$ cat src/rtl/video_system_cpu_oci_dct_pkg.sv
// Shared widths, state encoding and slot helper for the OCI debug-trace packer.
package video_system_cpu_oci_dct_pkg;

  localparam int SLOTS  = 15;
  localparam int CODE_W = 2;
  localparam int WORD_W = SLOTS * CODE_W;
  localparam int CNT_W  = $clog2(SLOTS + 1);
  localparam int DROP_W = 8;

  localparam logic [CODE_W-1:0] TRC_IDLE   = 2'd0;
  localparam logic [CODE_W-1:0] TRC_BRANCH = 2'd1;
  localparam logic [CODE_W-1:0] TRC_EXCEPT = 2'd2;
  localparam logic [CODE_W-1:0] TRC_SYNC   = 2'd3;

  typedef enum logic [1:0] {
    RUN    = 2'd0,
    ENDING = 2'd1,
    ENDED  = 2'd2
  } dct_state_e;

  typedef struct packed {
    logic [WORD_W-1:0] buffer;
    logic [CNT_W-1:0]  count;
  } dct_word_t;

  // Write one code into slot idx; every other slot is carried through untouched.
  function automatic logic [WORD_W-1:0] slot_insert(
    input logic [WORD_W-1:0] word,
    input logic [CNT_W-1:0]  idx,
    input logic [CODE_W-1:0] code
  );
    logic [WORD_W-1:0] res;
    res = word;
    for (int k = 0; k < SLOTS; k++) begin
      if (idx == CNT_W'(k)) begin
        res[k*CODE_W +: CODE_W] = code;
      end else begin
        res[k*CODE_W +: CODE_W] = word[k*CODE_W +: CODE_W];
      end
    end
    return res;
  endfunction

endpackage

$ cat src/rtl/video_system_cpu_oci_dct_outreg.sv
// One-entry valid/ready output register for packed trace words.
module video_system_cpu_oci_dct_outreg
  import video_system_cpu_oci_dct_pkg::*;
(
  input  logic      clk,
  input  logic      reset,
  input  logic      load,
  input  dct_word_t load_word,
  input  logic      ready,
  output logic      valid,
  output dct_word_t word,
  output logic      free
);

  logic      valid_r;
  dct_word_t word_r;

  assign valid = valid_r;
  assign word  = word_r;
  assign free  = !valid_r || ready;

  // Load has priority: a new word may replace the one handed off on the same edge.
  always_ff @(posedge clk) begin
    if (reset) begin
      valid_r <= 1'b0;
      word_r  <= '0;
    end else if (load) begin
      valid_r <= 1'b1;
      word_r  <= load_word;
    end else if (ready) begin
      valid_r <= 1'b0;
      word_r  <= word_r;
    end else begin
      valid_r <= valid_r;
      word_r  <= word_r;
    end
  end

endmodule

$ cat src/rtl/video_system_cpu_oci_dct_packer.sv
// Packs 2-bit trace codes into 15-slot words, with flush, drop accounting
// and an end-of-test drain that reports when every accepted code has left.
module video_system_cpu_oci_dct_packer
  import video_system_cpu_oci_dct_pkg::*;
(
  input  logic              clk,
  input  logic              reset,
  input  logic              trc_valid,
  input  logic [CODE_W-1:0] trc_code,
  input  logic              flush,
  input  logic              test_ending,
  input  logic              dct_ready,
  output logic              dct_valid,
  output logic [WORD_W-1:0] dct_buffer,
  output logic [CNT_W-1:0]  dct_count,
  output logic              overflow,
  output logic [DROP_W-1:0] drop_count,
  output logic              test_has_ended
);

  dct_state_e        state_r;
  logic [WORD_W-1:0] acc_r;
  logic [CNT_W-1:0]  acc_cnt_r;
  logic              flush_pend_r;
  logic              overflow_r;
  logic [DROP_W-1:0] drop_count_r;
  logic              ended_r;

  logic [WORD_W-1:0] acc_nxt_s;
  logic [WORD_W-1:0] acc_code_s;
  logic [CNT_W-1:0]  acc_cnt_nxt_s;
  logic [CNT_W-1:0]  cnt_code_s;
  logic              pend_s;
  logic              free_s;
  logic              held_s;
  logic              accept_s;
  logic              drop_s;
  logic              xfer_s;
  dct_word_t         xfer_word_s;
  dct_word_t         out_word_s;

  assign held_s = (acc_cnt_r == CNT_W'(SLOTS));

  // Accept/drop decision, accumulator update and word-transfer selection.
  always_comb begin
    accept_s      = 1'b0;
    drop_s        = 1'b0;
    xfer_s        = 1'b0;
    xfer_word_s   = '0;
    acc_code_s    = acc_r;
    cnt_code_s    = acc_cnt_r;
    acc_nxt_s     = acc_r;
    acc_cnt_nxt_s = acc_cnt_r;
    pend_s        = flush_pend_r || flush || ((state_r == RUN) && test_ending);

    if ((state_r == RUN) && trc_valid) begin
      if (held_s && !free_s) begin
        drop_s = 1'b1;
      end else begin
        accept_s = 1'b1;
      end
    end else begin
      accept_s = 1'b0;
      drop_s   = 1'b0;
    end

    if (held_s) begin
      // A held full word leaves first; a code arriving alongside starts the next word.
      if (free_s) begin
        xfer_s        = 1'b1;
        xfer_word_s   = '{buffer: acc_r, count: acc_cnt_r};
        acc_nxt_s     = accept_s ? slot_insert('0, '0, trc_code) : '0;
        acc_cnt_nxt_s = accept_s ? CNT_W'(1) : '0;
      end else begin
        acc_nxt_s     = acc_r;
        acc_cnt_nxt_s = acc_cnt_r;
      end
    end else begin
      acc_code_s = accept_s ? slot_insert(acc_r, acc_cnt_r, trc_code) : acc_r;
      cnt_code_s = acc_cnt_r + CNT_W'(accept_s);
      if (free_s && ((cnt_code_s == CNT_W'(SLOTS)) || (pend_s && (cnt_code_s != '0)))) begin
        xfer_s        = 1'b1;
        xfer_word_s   = '{buffer: acc_code_s, count: cnt_code_s};
        acc_nxt_s     = '0;
        acc_cnt_nxt_s = '0;
      end else begin
        acc_nxt_s     = acc_code_s;
        acc_cnt_nxt_s = cnt_code_s;
      end
    end
  end

  // Accumulator, flush request, drop accounting and drain state machine.
  always_ff @(posedge clk) begin
    if (reset) begin
      state_r      <= RUN;
      acc_r        <= '0;
      acc_cnt_r    <= '0;
      flush_pend_r <= 1'b0;
      overflow_r   <= 1'b0;
      drop_count_r <= '0;
      ended_r      <= 1'b0;
    end else begin
      acc_r        <= acc_nxt_s;
      acc_cnt_r    <= acc_cnt_nxt_s;
      // A pending flush survives only while codes remain behind a blocked output.
      flush_pend_r <= pend_s && (acc_cnt_nxt_s != '0);
      overflow_r   <= overflow_r || drop_s;
      if (drop_s && (drop_count_r != {DROP_W{1'b1}})) begin
        drop_count_r <= drop_count_r + DROP_W'(1);
      end else begin
        drop_count_r <= drop_count_r;
      end
      case (state_r)
        RUN: begin
          state_r <= test_ending ? ENDING : RUN;
          ended_r <= 1'b0;
        end
        ENDING: begin
          if ((acc_cnt_r == '0) && !flush_pend_r && free_s && !xfer_s) begin
            state_r <= ENDED;
            ended_r <= 1'b1;
          end else begin
            state_r <= ENDING;
            ended_r <= 1'b0;
          end
        end
        ENDED: begin
          state_r <= ENDED;
          ended_r <= 1'b1;
        end
        default: begin
          state_r <= RUN;
          ended_r <= 1'b0;
        end
      endcase
    end
  end

  video_system_cpu_oci_dct_outreg u_outreg (
    .clk       (clk),
    .reset     (reset),
    .load      (xfer_s),
    .load_word (xfer_word_s),
    .ready     (dct_ready),
    .valid     (dct_valid),
    .word      (out_word_s),
    .free      (free_s)
  );

  assign dct_buffer     = out_word_s.buffer;
  assign dct_count      = out_word_s.count;
  assign overflow       = overflow_r;
  assign drop_count     = drop_count_r;
  assign test_has_ended = ended_r;

endmodule

$ cat config.mk
export PLATFORM = sky130hd
export DESIGN_NAME = video_system_cpu_oci_dct_packer
export DESIGN_NICKNAME = d
export VERILOG_FILES = /design/src/rtl/video_system_cpu_oci_dct_pkg.sv /design/src/rtl/video_system_cpu_oci_dct_outreg.sv /design/src/rtl/video_system_cpu_oci_dct_packer.sv
export SDC_FILE = /design/constraint.sdc
export NUM_CORES = 1
export LEC_CHECK = 0
export ABC_AREA = 1
export BUFFER_PORTS_ARGS = -buffer_cell sky130_fd_sc_hd__buf_2
export CELL_PAD_IN_SITES_DETAIL_PLACEMENT = 0
export CELL_PAD_IN_SITES_GLOBAL_PLACEMENT = 2
export CORE_MARGIN = 3
export CORE_UTILIZATION = 33
export CTS_BUF_LIST = sky130_fd_sc_hd__clkbuf_8
export CTS_CLUSTER_DIAMETER = 200
export DETAILED_ROUTE_END_ITERATION = 16
export GPL_TIMING_DRIVEN = 0
export HOLD_SLACK_MARGIN = 0.08
export PLACE_DENSITY = 0.88
export SLEW_MARGIN = 20
export SYNTH_ARGS = -nofsm -noshare
export SYNTH_HDL_FRONTEND = slang
export SYNTH_SLANG_ARGS = --single-unit
$ cat constraint.sdc
create_clock -name clk -period 3.5 [get_ports clk]
set_input_delay 0.525 -clock clk [delete_from_list [all_inputs] [get_ports clk]]
set_output_delay 0.525 -clock clk [all_outputs]
set_load 0.1 [all_outputs]
==> impl_table.tex, run 1 <==
\begin{tabular}{lr}
\hline
Metric & Value \\
\hline
\multicolumn{2}{l}{\textbf{STA}} \\
Worst Tran Pin Value & 0.7077 ns \\
Setup repair after global routing missed its margin & false \\
Endpoints failing hold & 0 \\
Number of slew-limit violations in the final report & 0 \\
Setup clock skew after layout & 0.009969 ns \\
Worst hold slack across all endpoints & 0.4287 ns \\
Setup slack of the critical path after layout & 0.2528 ns \\
Final period util & 92.78\% \\
Worst slew slack as a fraction of its limit & 52.82\% \\
Endpoints failing setup & 0 \\
Time the final worst path needs with I/O delays and setup & 3.247 ns \\
Highest achievable clock rate & $\sim$0.31 GHz \\
\multicolumn{2}{l}{\textbf{Final layout}} \\
Post-route non-filler standard cell count & 980 \\
Nets & 810 \\
Most common cell after layout, fill and taps aside & sky130\_fd\_sc\_hd\_\_nand2\_1 \\
Finished layout cell area & roughly 5400 um\^{}2 \\
Fraction of final layout cells sized beyond drive strength 1 & 17.38\% \\
N\_diodes & 0 \\
Area delta synth->final & 14.93\% \\
Highest-count cells in the layout ignoring fill and taps & sky130\_fd\_sc\_hd\_\_nand2\_1, sky130\_fd\_sc\_hd\_\_nor2\_1, sky130\_fd\_sc\_hd\_\_dfxtp\_1, sky130\_fd\_sc\_hd\_\_buf\_2, sky130\_fd\_sc\_hd\_\_inv\_1 \\
\multicolumn{2}{l}{\textbf{Route}} \\
Detailed Routing Iterations Pass 1 & 5 \\
Met3 wire len & 744 um \\
WL final & 15,210 um \\
Number of design rule violations left after detail routing & 0 \\
Post-detailed-route wirelength per cell & 15.52 um \\
Number of vias after detailed routing & 4,870 \\
Remaining antenna violation count after routing & 0 \\
Top Metal Used & met4 \\
Number of design-rule violations left by the first detailed-router iteration & 321 \\
Routed metal-1 wire length & around 7100 um \\
Vias per cell & 4.969 \\
Routed wl met2 & 7066 um \\
\multicolumn{2}{l}{\textbf{Synthesis}} \\
Cell Area, Synth & 4727 um\^{}2 \\
Async S/R FF share, synth & 0\% \\
Synthesized area per cell & 6.467 um\^{}2 \\
Synthesized net count & 746 \\
Synthesis-stage register bit count & 82 \\
Main synth FF type & sky130\_fd\_sc\_hd\_\_dfxtp\_1 \\
Count of yosys warnings during synthesis & 0 \\
Sequential share of the synthesized area & a little over a third \\
Count of flip-flops with a built-in enable after synthesis & 0 \\
Cell variety after synth & 31 \\
Gate count of the mapped netlist & 731 \\
\multicolumn{2}{l}{\textbf{Floorplan}} \\
Site row count & 43 \\
Die X-Extent & 125.7 um \\
Area of the die & roughly 16,000 um\^{}2 \\
Core Box Area & 13,930 um\^{}2 \\
Initial standard-cell utilization of the core & approximately 34\% \\
Height of the die & around 130 um \\
Number of primary I/O pins & 53 \\
\multicolumn{2}{l}{\textbf{CTS}} \\
Clock root buffer & sky130\_fd\_sc\_hd\_\_clkbuf\_8 \\
Number of clock buffers inserted by TritonCTS & 9 \\
Number of H-tree levels & 3 \\
Clock tree buffer depth & 2 \\
Number of sinks handled by clock tree synthesis & 82 \\
Clock tree from TritonCTS & built \\
Clock latency at the later pin of the worst-skew pair & 0.37 ns \\
CTS clk-pin slew, worst paths & 0.09 ns \\
\multicolumn{2}{l}{\textbf{Global routing}} \\
Total routing resource utilization after global routing & around 19\% \\
Pin count of the biggest net entering global routing & 14 \\
Global route total overflow & 0 \\
Number of global-route vias before repair & 4,602 \\
Wire length of the first global-routing pass & 24,090 um \\
Number of antenna violations at the first check in global routing & 0 \\
\multicolumn{2}{l}{\textbf{Power}} \\
Total leakage power & 0.002573 uW \\
Power per standard cell area & 810.2 nW/um\^{}2 \\
Worst IR Drop VDD & 0.0003440 V \\
\multicolumn{2}{l}{\textbf{Critical path}} \\
Data arrival time of the critical path & 3.48 ns \\
Highest net fanout along the worst path & 10 \\
Number of cells on the worst reg-to-reg path & 17 \\
CP startpoint kind & flip-flop \\
Capture instance of the worst register-to-register path & acc\_r[29] \\
Setup slack of the most critical reg-to-reg path & 0.25 ns \\
Origin of the worst setup path & u\_outreg.valid \\
WP data required & 3.73 ns \\
Element type at the critical path end & flip-flop \\
Reg-to-reg critical path startpoint & u\_outreg.valid \\
Crit Path Category & reg -> reg \\
\multicolumn{2}{l}{\textbf{Hold path}} \\
Worst hold path stage count & 3 \\
Min-delay worst type & in -> reg \\
Start point of the worst hold path & test\_ending \\
Hold Path Sink & state\_r[0] \\
\multicolumn{2}{l}{\textbf{Placed design}} \\
Post-Place Worst Slack & -0.07429 ns \\
Final weighted congestion of routability-driven global placement & 0.8465 \\
PortBufs & 51 \\
Number of cells after detailed placement & 962 \\
Half-perimeter wire length after placement & about 11,000 um \\
Standard cell area after detailed placement & 5207 um\^{}2 \\
\multicolumn{2}{l}{\textbf{Status}} \\
Result of the run & finished clean \\
\multicolumn{2}{l}{\textbf{Flow run}} \\
Max capacitance violation total & 0 \\
\hline
\end{tabular}
## registers in the layout, indices dropped and copies added (netlist names)
signal / flops
overflow: 1
flush_pend_r: 1
u_outreg.word: 34
acc_r: 30
test_has_ended: 1
state_r: 2
acc_cnt_r: 4
drop_count: 8
u_outreg.valid: 1
## synthesized netlist by cell type (3+ instances only)
library cell               count  area [um^2]
sky130_fd_sc_hd__o21ai_1       6        30.03
sky130_fd_sc_hd__nand3_1      29        145.1
sky130_fd_sc_hd__ha_1          7        87.58
sky130_fd_sc_hd__nand3_2      21        210.2
sky130_fd_sc_hd__inv_1        57        214.0
sky130_fd_sc_hd__dfxtp_1      82         1642
sky130_fd_sc_hd__clkbuf_1     12        45.04
sky130_fd_sc_hd__nand2_2       3        18.77
sky130_fd_sc_hd__a21oi_1      43        215.2
sky130_fd_sc_hd__nand4_1      30        187.7
sky130_fd_sc_hd__buf_6         7        78.83
sky130_fd_sc_hd__nand2_1     233        874.6
sky130_fd_sc_hd__o21ai_0      32        160.2
sky130_fd_sc_hd__nor3_1       22        110.1
sky130_fd_sc_hd__buf_4         5        37.54
sky130_fd_sc_hd__nor3_2        7        70.07
sky130_fd_sc_hd__inv_2         4        15.01
sky130_fd_sc_hd__buf_2        13        65.06
sky130_fd_sc_hd__buf_1         4        15.01
sky130_fd_sc_hd__nor2_1       98        367.9
## kinds of logic (layout without fill, tap and decap cells)
logic type / after synthesis / after routing / synth area share (%)
buffers and inverters: 104 / 173 / 10.22
adders and majority gates: 7 / 7 / 1.853
xor gates and xnor gates: 2 / 2 / 0.3706
AOI/OAI and AO/OA: 84 / 84 / 9.000
and+or+nand+nor: 452 / 452 / 43.83
DFF: 82 / 82 / 34.73
## final cells by class
cell class | count | area, um^2
Buffer | 41 | 242.7
Inverter | 63 | 245.2
Clock buffer | 11 | 151.4
Timing Repair Buffer | 53 | 270.3
Sequential cell | 82 | 1642
Clock inverter | 5 | 53.80
Multi-Input combinational cell | 545 | 2603
Tap cell | 180 | 225.2
Fill cell | 1546 | 8502
## worst max-delay path, cell delays in order, from the launching register on
cell and delay, ns:
sky130_fd_sc_hd__dfxtp_1 0.33, sky130_fd_sc_hd__inv_1 0.05, sky130_fd_sc_hd__nor2_2 0.40, sky130_fd_sc_hd__nand2_4 0.20, sky130_fd_sc_hd__nand2_4 0.16, sky130_fd_sc_hd__inv_2 0.09
sky130_fd_sc_hd__buf_6 0.16, sky130_fd_sc_hd__ha_1 0.21, sky130_fd_sc_hd__ha_1 0.36, sky130_fd_sc_hd__nand2_1 0.07, sky130_fd_sc_hd__inv_1 0.05, sky130_fd_sc_hd__nand3_1 0.06
sky130_fd_sc_hd__a21oi_1 0.20, sky130_fd_sc_hd__nand2_2 0.17, sky130_fd_sc_hd__buf_4 0.23, sky130_fd_sc_hd__buf_4 0.20, sky130_fd_sc_hd__nand4_1 0.09, sky130_fd_sc_hd__a21oi_1 0.07
## worst max path at each step
stage                   endpoint  slack [ns]
3_3_place_gp   u_outreg.word[25]       -0.07
4_1_cts        u_outreg.word[21]        0.20
5_1_grt        u_outreg.word[21]        0.01
3_5_place_dp   u_outreg.word[25]       -0.07
6_report               acc_r[29]        0.25
2_1_floorplan  u_outreg.word[22]        0.11
## per-layer routing
metal  GRT usage, %  vias to the layer above
li1               -                     2469
met1          25.61                     2251
met2          31.56                      129
met3          3.223                       21
met4          7.015                        0
met5              0                        -
## through the flow
stage | power [uW] | TNS, ns | util [%]
floorplan | 3165 | 0 | -
global placement | 3636 | -0.7928 | 37.37
detailed placement | 3665 | -0.8460 | 37.37
CTS | 4418 | 0 | 38.84
global route | 4712 | 0 | 38.99
finish | 4402 | 0 | 38.99
## what timing repair did
action,4_1_cts,5_1_grt
buffers inserted,0,2
hold buffers,0,0
resized for setup,0,3
setup endpoints to repair,0,13
## where the power goes
group	internal, uW	switching, uW
registers	1140	142
logic	584	1790
clock network	365	375
total	2090	2310
No activity file was read; power rests on OpenSTA's default activity.
==> run 2: changes to the inputs <==
CORE_UTILIZATION = 36   (was 33)
CTS_CLUSTER_DIAMETER = 120   (was 200)
PLACE_DENSITY = 0.94   (was 0.88)
clock period = 4.2 ns   (was 3.5 ns; I/O delays follow)
==> run 2 against run 1 <==
Compared with the run above:
- clock skew grew 0.0046 ns
- via count shrank 1.4%
- final area shrank 0.35%
- non-clock buffer count shrank 2
- sequential power shrank 17%
- register-to-register slack gained 0.71 ns
- wire length shrank 6.8%
- combinational power shrank 18%
- worst hold slack gained 0.041 ns
- first-iteration DRC count shrank 8.4%
- setup slack gained 0.69 ns
- largest cell class unchanged
- largest power group unchanged
- highest routed layer unchanged
==> impl_table.tex, run 2 (synthesized netlist as in run 1, its figures left out) <==
\begin{tabular}{lr}
\hline
Metric & Value \\
\hline
\multicolumn{2}{l}{\textbf{Critical path}} \\
WP data required & 4.44 ns (+0.71 ns) \\
Crit Path Category & in -> reg \\
Highest net fanout along the worst path & 10 (unchanged) \\
Data arrival time of the critical path & 3.49 ns (about the same) \\
Setup slack of the most critical reg-to-reg path & 0.96 ns (+0.71 ns) \\
Crit path top cell by count & sky130\_fd\_sc\_hd\_\_nand2\_1 \\
Reg-to-reg critical path startpoint & state\_r[0] \\
CP startpoint kind & primary input \\
Critical path, cell by cell & buf\_2, nor2\_2, nand2\_4, nand2\_4, inv\_2, buf\_6, ha\_1, ha\_1, inv\_1, nand2\_1, nand2\_1, nand2\_1, nand2\_1, nand2\_1, nand2\_2, clkbuf\_1, nor3\_1, nor2\_1, nor2\_1 \\
Element type at the critical path end & flip-flop \\
Cell at the slowest stage of the critical path & sky130\_fd\_sc\_hd\_\_clkbuf\_1 \\
Slowest cell delay on critical path & 0.45 ns (+0.05 ns) \\
Capture instance of the worst register-to-register path & u\_outreg.word[23] \\
Number of cells on the worst reg-to-reg path & 19 (+2) \\
\multicolumn{2}{l}{\textbf{STA}} \\
Number of slew-limit violations in the final report & 0 (unchanged) \\
Endpoints failing setup & 0 (unchanged) \\
Setup clock skew after layout & 0.01453 ns (+0.004566 ns) \\
Worst Tran Pin Value & 0.6792 ns (-0.02854 ns) \\
Worst hold slack across all endpoints & 0.4695 ns (+0.04083 ns) \\
Highest achievable clock rate & a little over 0.3 GHz \\
Time the final worst path needs with I/O delays and setup & 3.256 ns \\
Setup TNS after final layout & 0 ns (unchanged) \\
Worst slew slack as a fraction of its limit & 54.72\% (+1.9 points) \\
Setup repair after global routing missed its margin & false \\
Final period util & 77.53\% \\
Endpoints failing hold & 0 (unchanged) \\
\multicolumn{2}{l}{\textbf{CTS}} \\
Hold\_buf cts & 0 (unchanged) \\
Number of clock buffers inserted by TritonCTS & 9 (unchanged) \\
Clock latency at the later pin of the worst-skew pair & 0.38 ns (about the same) \\
Clock tree from TritonCTS & built \\
CTS clk-pin slew, worst paths & 0.08 ns (about the same) \\
Number of buffers added for setup after CTS & 0 (unchanged) \\
Number of H-tree levels & 3 (unchanged) \\
Clock tree buffer depth & 2 (unchanged) \\
CTS-repair resized insts & 0 (unchanged) \\
Number of sinks handled by clock tree synthesis & 82 (unchanged) \\
Clock root buffer & sky130\_fd\_sc\_hd\_\_clkbuf\_8 \\
\multicolumn{2}{l}{\textbf{Placed design}} \\
Final weighted congestion of routability-driven global placement & 0.8379 (-1.0\%) \\
Number of cells after detailed placement & 954 (-0.83\%) \\
Half-perimeter wire length after placement & 10,300 um (-2.8\%) \\
PortBufs & 51 (unchanged) \\
\multicolumn{2}{l}{\textbf{Floorplan}} \\
Site row count & 41 (-4.7\%) \\
Height of the die & 120.6 um (-4.1\%) \\
Area of the die & 14,540 um\^{}2 (-7.9\%) \\
Die X-Extent & 120.6 um (-4.1\%) \\
Core Box Area & 12,720 um\^{}2 (-8.7\%) \\
Initial standard-cell utilization of the core & 37.16\% (+3.2 points) \\
Number of primary I/O pins & 53 (unchanged) \\
\multicolumn{2}{l}{\textbf{Final layout}} \\
Largest register FFs & 34 (unchanged) \\
Highest-count cells in the layout ignoring fill and taps & sky130\_fd\_sc\_hd\_\_nand2\_1, sky130\_fd\_sc\_hd\_\_nor2\_1, sky130\_fd\_sc\_hd\_\_dfxtp\_1, sky130\_fd\_sc\_hd\_\_buf\_2, sky130\_fd\_sc\_hd\_\_inv\_1 \\
Area delta synth->final & 14.53\% \\
Fraction of final layout cells sized beyond drive strength 1 & 16.79\% (-0.58 points) \\
Post-route non-filler standard cell count & 970 (-1.0\%) \\
N\_diodes & 0 (unchanged) \\
Nets & 808 (-0.25\%) \\
Most common cell after layout, fill and taps aside & sky130\_fd\_sc\_hd\_\_nand2\_1 \\
\multicolumn{2}{l}{\textbf{Flow run}} \\
Max capacitance violation total & 0 (unchanged) \\
\multicolumn{2}{l}{\textbf{Route}} \\
Number of design-rule violations left by the first detailed-router iteration & 294 (-8.4\%) \\
WL final & 14,180 um (-6.8\%) \\
Vias per cell & 4.951 (-0.38\%) \\
Number of vias after detailed routing & 4,802 (-1.4\%) \\
Remaining antenna violation count after routing & 0 (unchanged) \\
Number of design rule violations left after detail routing & 0 (unchanged) \\
Detailed Routing Iterations Pass 1 & 6 (+1) \\
Post-detailed-route wirelength per cell & 14.62 um (-5.8\%) \\
\multicolumn{2}{l}{\textbf{Global routing}} \\
Wire length of the first global-routing pass & 23,030 um (-4.4\%) \\
Number of antenna violations at the first check in global routing & 0 (unchanged) \\
Total routing resource utilization after global routing & 20.16\% (+0.90 points) \\
Number of global-route vias before repair & 4,422 (-3.9\%) \\
Global route total overflow & 0 (unchanged) \\
Pin count of the biggest net entering global routing & 13 (-1) \\
\multicolumn{2}{l}{\textbf{Hold path}} \\
Start point of the worst hold path & acc\_r[14] \\
Min-delay worst type & reg -> reg \\
Hold Path Sink & acc\_r[14] \\
Worst hold path stage count & 2 (-1) \\
\multicolumn{2}{l}{\textbf{Power}} \\
Worst IR Drop VDD & 0.0003215 V (-6.6\%) \\
Power per standard cell area & 674.4 nW/um\^{}2 (-17\%) \\
Total leakage power & 0.002582 uW (+0.36\%) \\
\multicolumn{2}{l}{\textbf{Status}} \\
Result of the run & finished clean \\
\hline
\end{tabular}
-- run 2: cell count changes in the layout (fill, tap and decap cells not counted) --
cell / previous run / this run
sky130_fd_sc_hd__buf_4: 7 / 5
sky130_fd_sc_hd__clkbuf_1: 11 / 12
sky130_fd_sc_hd__clkbuf_2: 1 / 0
sky130_fd_sc_hd__clkbuf_8: 11 / 13
sky130_fd_sc_hd__clkinv_2: 1 / 0
sky130_fd_sc_hd__clkinvlp_4: 3 / 0
sky130_fd_sc_hd__inv_1: 57 / 59
-- run 2: layer usage --
layer,track usage (%),share of wire (%),vias to the layer above
li1,-,-,2483
met2,32.83,47,99
met4,6.941,1.5,0
met5,0,0,-
met3,3.508,3.9,16
met1,26.99,48,2204
-- run 2: worst max-delay path: cells and delay by family --
family        cells  cell delay, ns
fa+ha+maj         2            0.43
buf+inv           5            0.85
simple gates     12            1.57
-- run 2: through the flow --
| step | worst slack, ns | util (%) | total power, uW | area (um^2) |
|---|---|---|---|---|
| floorplan | 0.8139 | - | 2638 | 4727 |
| global placement | 0.5326 | 40.85 | 3018 | 5197 |
| detailed placement | 0.5336 | 40.85 | 3037 | 5197 |
| CTS | 0.9215 | 42.56 | 3675 | 5414 |
| global route | 0.5996 | 42.56 | 3913 | 5414 |
| finish | 0.9439 | 42.56 | 3651 | 5414 |
-- run 2: cell type report --
cell class              instances  area, um^2
repair buffers                 51       255.2
well taps                     172       215.2
plain buffers                  41       241.5
inverters                      63       241.5
multi-input cells             545        2603
fillers                      1436        7308
flip-flops and latches         82        1642
clock buffers                  13       178.9
clock inverters                 3       37.54
-- run 2: power breakdown --
group | total [uW] | switching [uW] | internal [uW]
sequential | 1060 | 114 | 951
combinational | 1950 | 1470 | 477
clock | 641 | 304 | 336
total | 3650 | 1890 | 1760
-- run 2: worst max path at each step --
stage              startpoint                end  slack (ns)  cells past startpoint
6_report            dct_ready  u_outreg.word[23]        0.94                     19
2_1_floorplan  u_outreg.valid  u_outreg.word[22]        0.81                     18
4_1_cts             dct_ready  u_outreg.word[28]        0.92                     19
3_3_place_gp        dct_ready  u_outreg.word[28]        0.53                     17
5_1_grt        u_outreg.valid  u_outreg.word[28]        0.60                     17
3_5_place_dp        dct_ready  u_outreg.word[28]        0.53                     19
==> run 3: changes to the inputs <==
CORE_UTILIZATION = 33   (was 36)
PLACE_DENSITY = 0.88   (was 0.94)
clock period = 3.1 ns   (was 4.2 ns; I/O delays follow)
==> run 3 against run 2 <==
Compared with the run above:
- critical path depth down 2
- highest routed layer unchanged
- clock power up 48%
- via count up 1.2%
- sequential share of layout area down 0.81 points
- global-route usage down 1.5 points
- combinational power up 46%
- wire length up 4.7%
- core utilization down 2.4 points
- final area up 3.4%
- largest cell class unchanged
- sequential power up 37%
- critical endpoint is now u_outreg.word[6]
- non-clock buffer count up 3
- first-iteration DRC count up 27%
==> impl_table.tex, run 3 (synthesized netlist as in run 1, its figures left out) <==
\begin{tabular}{lr}
\hline
Metric & Value \\
\hline
\multicolumn{2}{l}{\textbf{Critical path}} \\
Slowest cell delay on critical path & 0.40 ns (-0.05 ns) \\
Count of buffering cells on the critical path with inverters included & 4 (-1) \\
Critical path, cell by cell & nand2\_1, nor2\_4, nand2\_4, nand2\_4, inv\_2, buf\_6, ha\_2, ha\_4, nand2\_1, inv\_1, nand3\_1, a21oi\_4, nand2\_4, buf\_4, nor3\_1, nor2\_1, nor2\_1 \\
Setup slack of the most critical reg-to-reg path & 0.16 ns (-0.80 ns) \\
Number of cells on the critical path & 17 (-2) \\
Number of cells on the worst reg-to-reg path & 17 (-2) \\
Crit Path Category & reg -> reg \\
Element type at the critical path end & flip-flop \\
Data arrival time of the critical path & 3.26 ns (-0.23 ns) \\
Crit path top cell by count & sky130\_fd\_sc\_hd\_\_nand2\_4 \\
Cell at the slowest stage of the critical path & sky130\_fd\_sc\_hd\_\_dfxtp\_4 \\
Highest net fanout along the worst path & 10 (unchanged) \\
Top Family by Delay on Critical Path & simple AND/OR/NAND/NOR gates \\
CP startpoint kind & flip-flop \\
WP data required & 3.42 ns (-1.02 ns) \\
\multicolumn{2}{l}{\textbf{STA}} \\
Setup clock skew after layout & 0.01324 ns (-0.001292 ns) \\
Endpoints failing setup & 0 (unchanged) \\
Setup TNS after final layout & 0 ns (unchanged) \\
Time the final worst path needs with I/O delays and setup & 2.942 ns \\
Worst Tran Pin Value & 0.7190 ns (+0.03977 ns) \\
Number of slew-limit violations in the final report & 0 (unchanged) \\
Highest achievable clock rate & 0.3399 GHz \\
Setup slack of the critical path after layout & 0.1583 ns (-0.7856 ns) \\
Endpoints failing hold & 0 (unchanged) \\
Worst slew slack as a fraction of its limit & 52.07\% (-2.7 points) \\
Final period util & between 90\% and 100\% \\
\multicolumn{2}{l}{\textbf{CTS}} \\
Clock root buffer & sky130\_fd\_sc\_hd\_\_clkbuf\_8 \\
CTS clk-pin slew, worst paths & 0.09 ns (about the same) \\
Number of sinks handled by clock tree synthesis & 82 (unchanged) \\
Number of H-tree levels & 3 (unchanged) \\
Number of clock buffers inserted by TritonCTS & 9 (unchanged) \\
Clock tree from TritonCTS & built \\
Clock tree buffer depth & 2 (unchanged) \\
Hold\_buf cts & 0 (unchanged) \\
Clock latency at the later pin of the worst-skew pair & 0.38 ns (about the same) \\
\multicolumn{2}{l}{\textbf{Placed design}} \\
Number of cells after detailed placement & 962 (+0.84\%) \\
Final weighted congestion of routability-driven global placement & 0.8053 (-3.9\%) \\
Half-perimeter wire length after placement & 10,400 um (+0.92\%) \\
PortBufs & 51 (unchanged) \\
Post-Place Worst Slack & -0.3760 ns (-0.9096 ns) \\
\multicolumn{2}{l}{\textbf{Floorplan}} \\
Height of the die & 125.7 um (+4.2\%) \\
Die X-Extent & 125.7 um (+4.2\%) \\
Core Box Area & 13,930 um\^{}2 (+9.5\%) \\
Number of primary I/O pins & 53 (unchanged) \\
Area of the die & 15,800 um\^{}2 (+8.6\%) \\
Site row count & 43 (+4.9\%) \\
Initial standard-cell utilization of the core & 33.92\% (-3.2 points) \\
\multicolumn{2}{l}{\textbf{Route}} \\
Number of design-rule violations left by the first detailed-router iteration & 374 (+27\%) \\
Detailed Routing Iterations Pass 1 & 6 (unchanged) \\
Number of vias after detailed routing & 4,859 (+1.2\%) \\
WL final & 14,840 um (+4.7\%) \\
Post-detailed-route wirelength per cell & 15.12 um (+3.4\%) \\
Remaining antenna violation count after routing & 0 (unchanged) \\
Number of design rule violations left after detail routing & 0 (unchanged) \\
Vias per cell & 4.948 (about the same) \\
\multicolumn{2}{l}{\textbf{Global routing}} \\
Pin count of the biggest net entering global routing & 14 (+1) \\
Total routing resource utilization after global routing & 18.66\% (-1.5 points) \\
Wire length of the first global-routing pass & 23,530 um (+2.2\%) \\
Number of global-route vias before repair & 4,492 (+1.6\%) \\
Global route total overflow & 0 (unchanged) \\
Number of antenna violations at the first check in global routing & 0 (unchanged) \\
\multicolumn{2}{l}{\textbf{Power}} \\
Power per standard cell area & 936.6 nW/um\^{}2 (+39\%) \\
Total leakage power & 0.002641 uW (+2.3\%) \\
Worst IR Drop VDD & 0.0003491 V (+8.6\%) \\
\multicolumn{2}{l}{\textbf{Final layout}} \\
Highest-count cells in the layout ignoring fill and taps & sky130\_fd\_sc\_hd\_\_nand2\_1, sky130\_fd\_sc\_hd\_\_nor2\_1, sky130\_fd\_sc\_hd\_\_dfxtp\_1, sky130\_fd\_sc\_hd\_\_buf\_2, sky130\_fd\_sc\_hd\_\_inv\_1 \\
Nets & 812 (+0.50\%) \\
Post-route non-filler standard cell count & 982 (+1.2\%) \\
N\_diodes & 0 (unchanged) \\
Fraction of final layout cells sized beyond drive strength 1 & 19.70\% (+2.9 points) \\
Area delta synth->final & 18.40\% \\
Largest register FFs & 34 (unchanged) \\
Fill cell count & 1,543 (+7.5\%) \\
Most common cell after layout, fill and taps aside & sky130\_fd\_sc\_hd\_\_nand2\_1 \\
\multicolumn{2}{l}{\textbf{Hold path}} \\
Min-delay worst type & in -> reg \\
Worst hold path stage count & 3 (+1) \\
\multicolumn{2}{l}{\textbf{Status}} \\
Result of the run & finished clean \\
\multicolumn{2}{l}{\textbf{Flow run}} \\
Max capacitance violation total & 0 (unchanged) \\
\hline
\end{tabular}
run 3: changes by cell type in the layout (fill, tap and decap cells not counted), moves of 3 or more:
cell,previous run,this run
sky130_fd_sc_hd__clkinv_2,0,3
sky130_fd_sc_hd__dfxtp_1,82,76
sky130_fd_sc_hd__dfxtp_2,0,5
sky130_fd_sc_hd__buf_4,5,8
sky130_fd_sc_hd__clkbuf_8,13,9
sky130_fd_sc_hd__buf_2,64,58
sky130_fd_sc_hd__nor3_1,22,17
sky130_fd_sc_hd__nand2_1,233,230
sky130_fd_sc_hd__buf_6,7,13
sky130_fd_sc_hd__nor3_2,7,12
run 3: worst register-to-register path: cells and delay by family, from the launching register on:
family | cells | cell delay, ns
compound gates | 1 | 0.29
fa+ha+maj | 2 | 0.49
buf+inv | 4 | 0.53
flops | 1 | 0.40
simple gates | 10 | 1.18
run 3: stage by stage:
stage	area (um^2)	util, %	hold slack [ns]	power [uW]
6_report	5597	40.16	0.3804	5242
5_1_grt	5597	40.16	0.3706	5606
4_1_cts	5449	39.10	0.3642	5090
3_5_place_dp	5209	37.38	0.4522	4121
3_3_place_gp	5209	37.38	0.4503	4093
2_1_floorplan	4728	-	0.4444	3575
run 3: report_power, final:
part	leakage, uW	total [uW]	internal, uW	switching [uW]
combinational	0.00185	2840	762	2080
sequential	0.000670	1450	1290	159
clock	0.000124	946	528	417
total	0.00264	5240	2580	2660
run 3: area by class of cell:
| type | instances | area [um^2] | area share [%] |
|---|---|---|---|
| plain buffers | 41 | 282.8 | 5.053 |
| clock inverters | 7 | 108.9 | 1.945 |
| multi-input cells | 546 | 2683 | 47.93 |
| flip-flops and latches | 82 | 1652 | 29.51 |
| repair buffers | 54 | 277.8 | 4.963 |
| inverters | 63 | 244.0 | 4.359 |
| clock buffers | 9 | 123.9 | 2.213 |
| well taps | 180 | 225.2 | 4.024 |
run 3: repair_timing:
action	in CTS	in global routing
setup endpoints to repair	50	73
setup buffers	0	3
gates cloned	0	1
pin swaps	1	3
gates resized for setup	4	41
run 3: worst paths after layout:
kind                startpoint                to
setup / recovery  acc_cnt_r[1]  u_outreg.word[6]
hold / removal     test_ending        state_r[0]
setup reg to reg  acc_cnt_r[1]  u_outreg.word[6]
hold reg to reg      acc_r[22]         acc_r[22]
run 3: routing by layer:
layer,share of wire [%],global-route usage (%),routed length [um]
met1,45,24.56,6651
met2,48,31.34,7138
met3,5.1,3.053,751
met4,2.0,5.995,302
met5,0,0,0
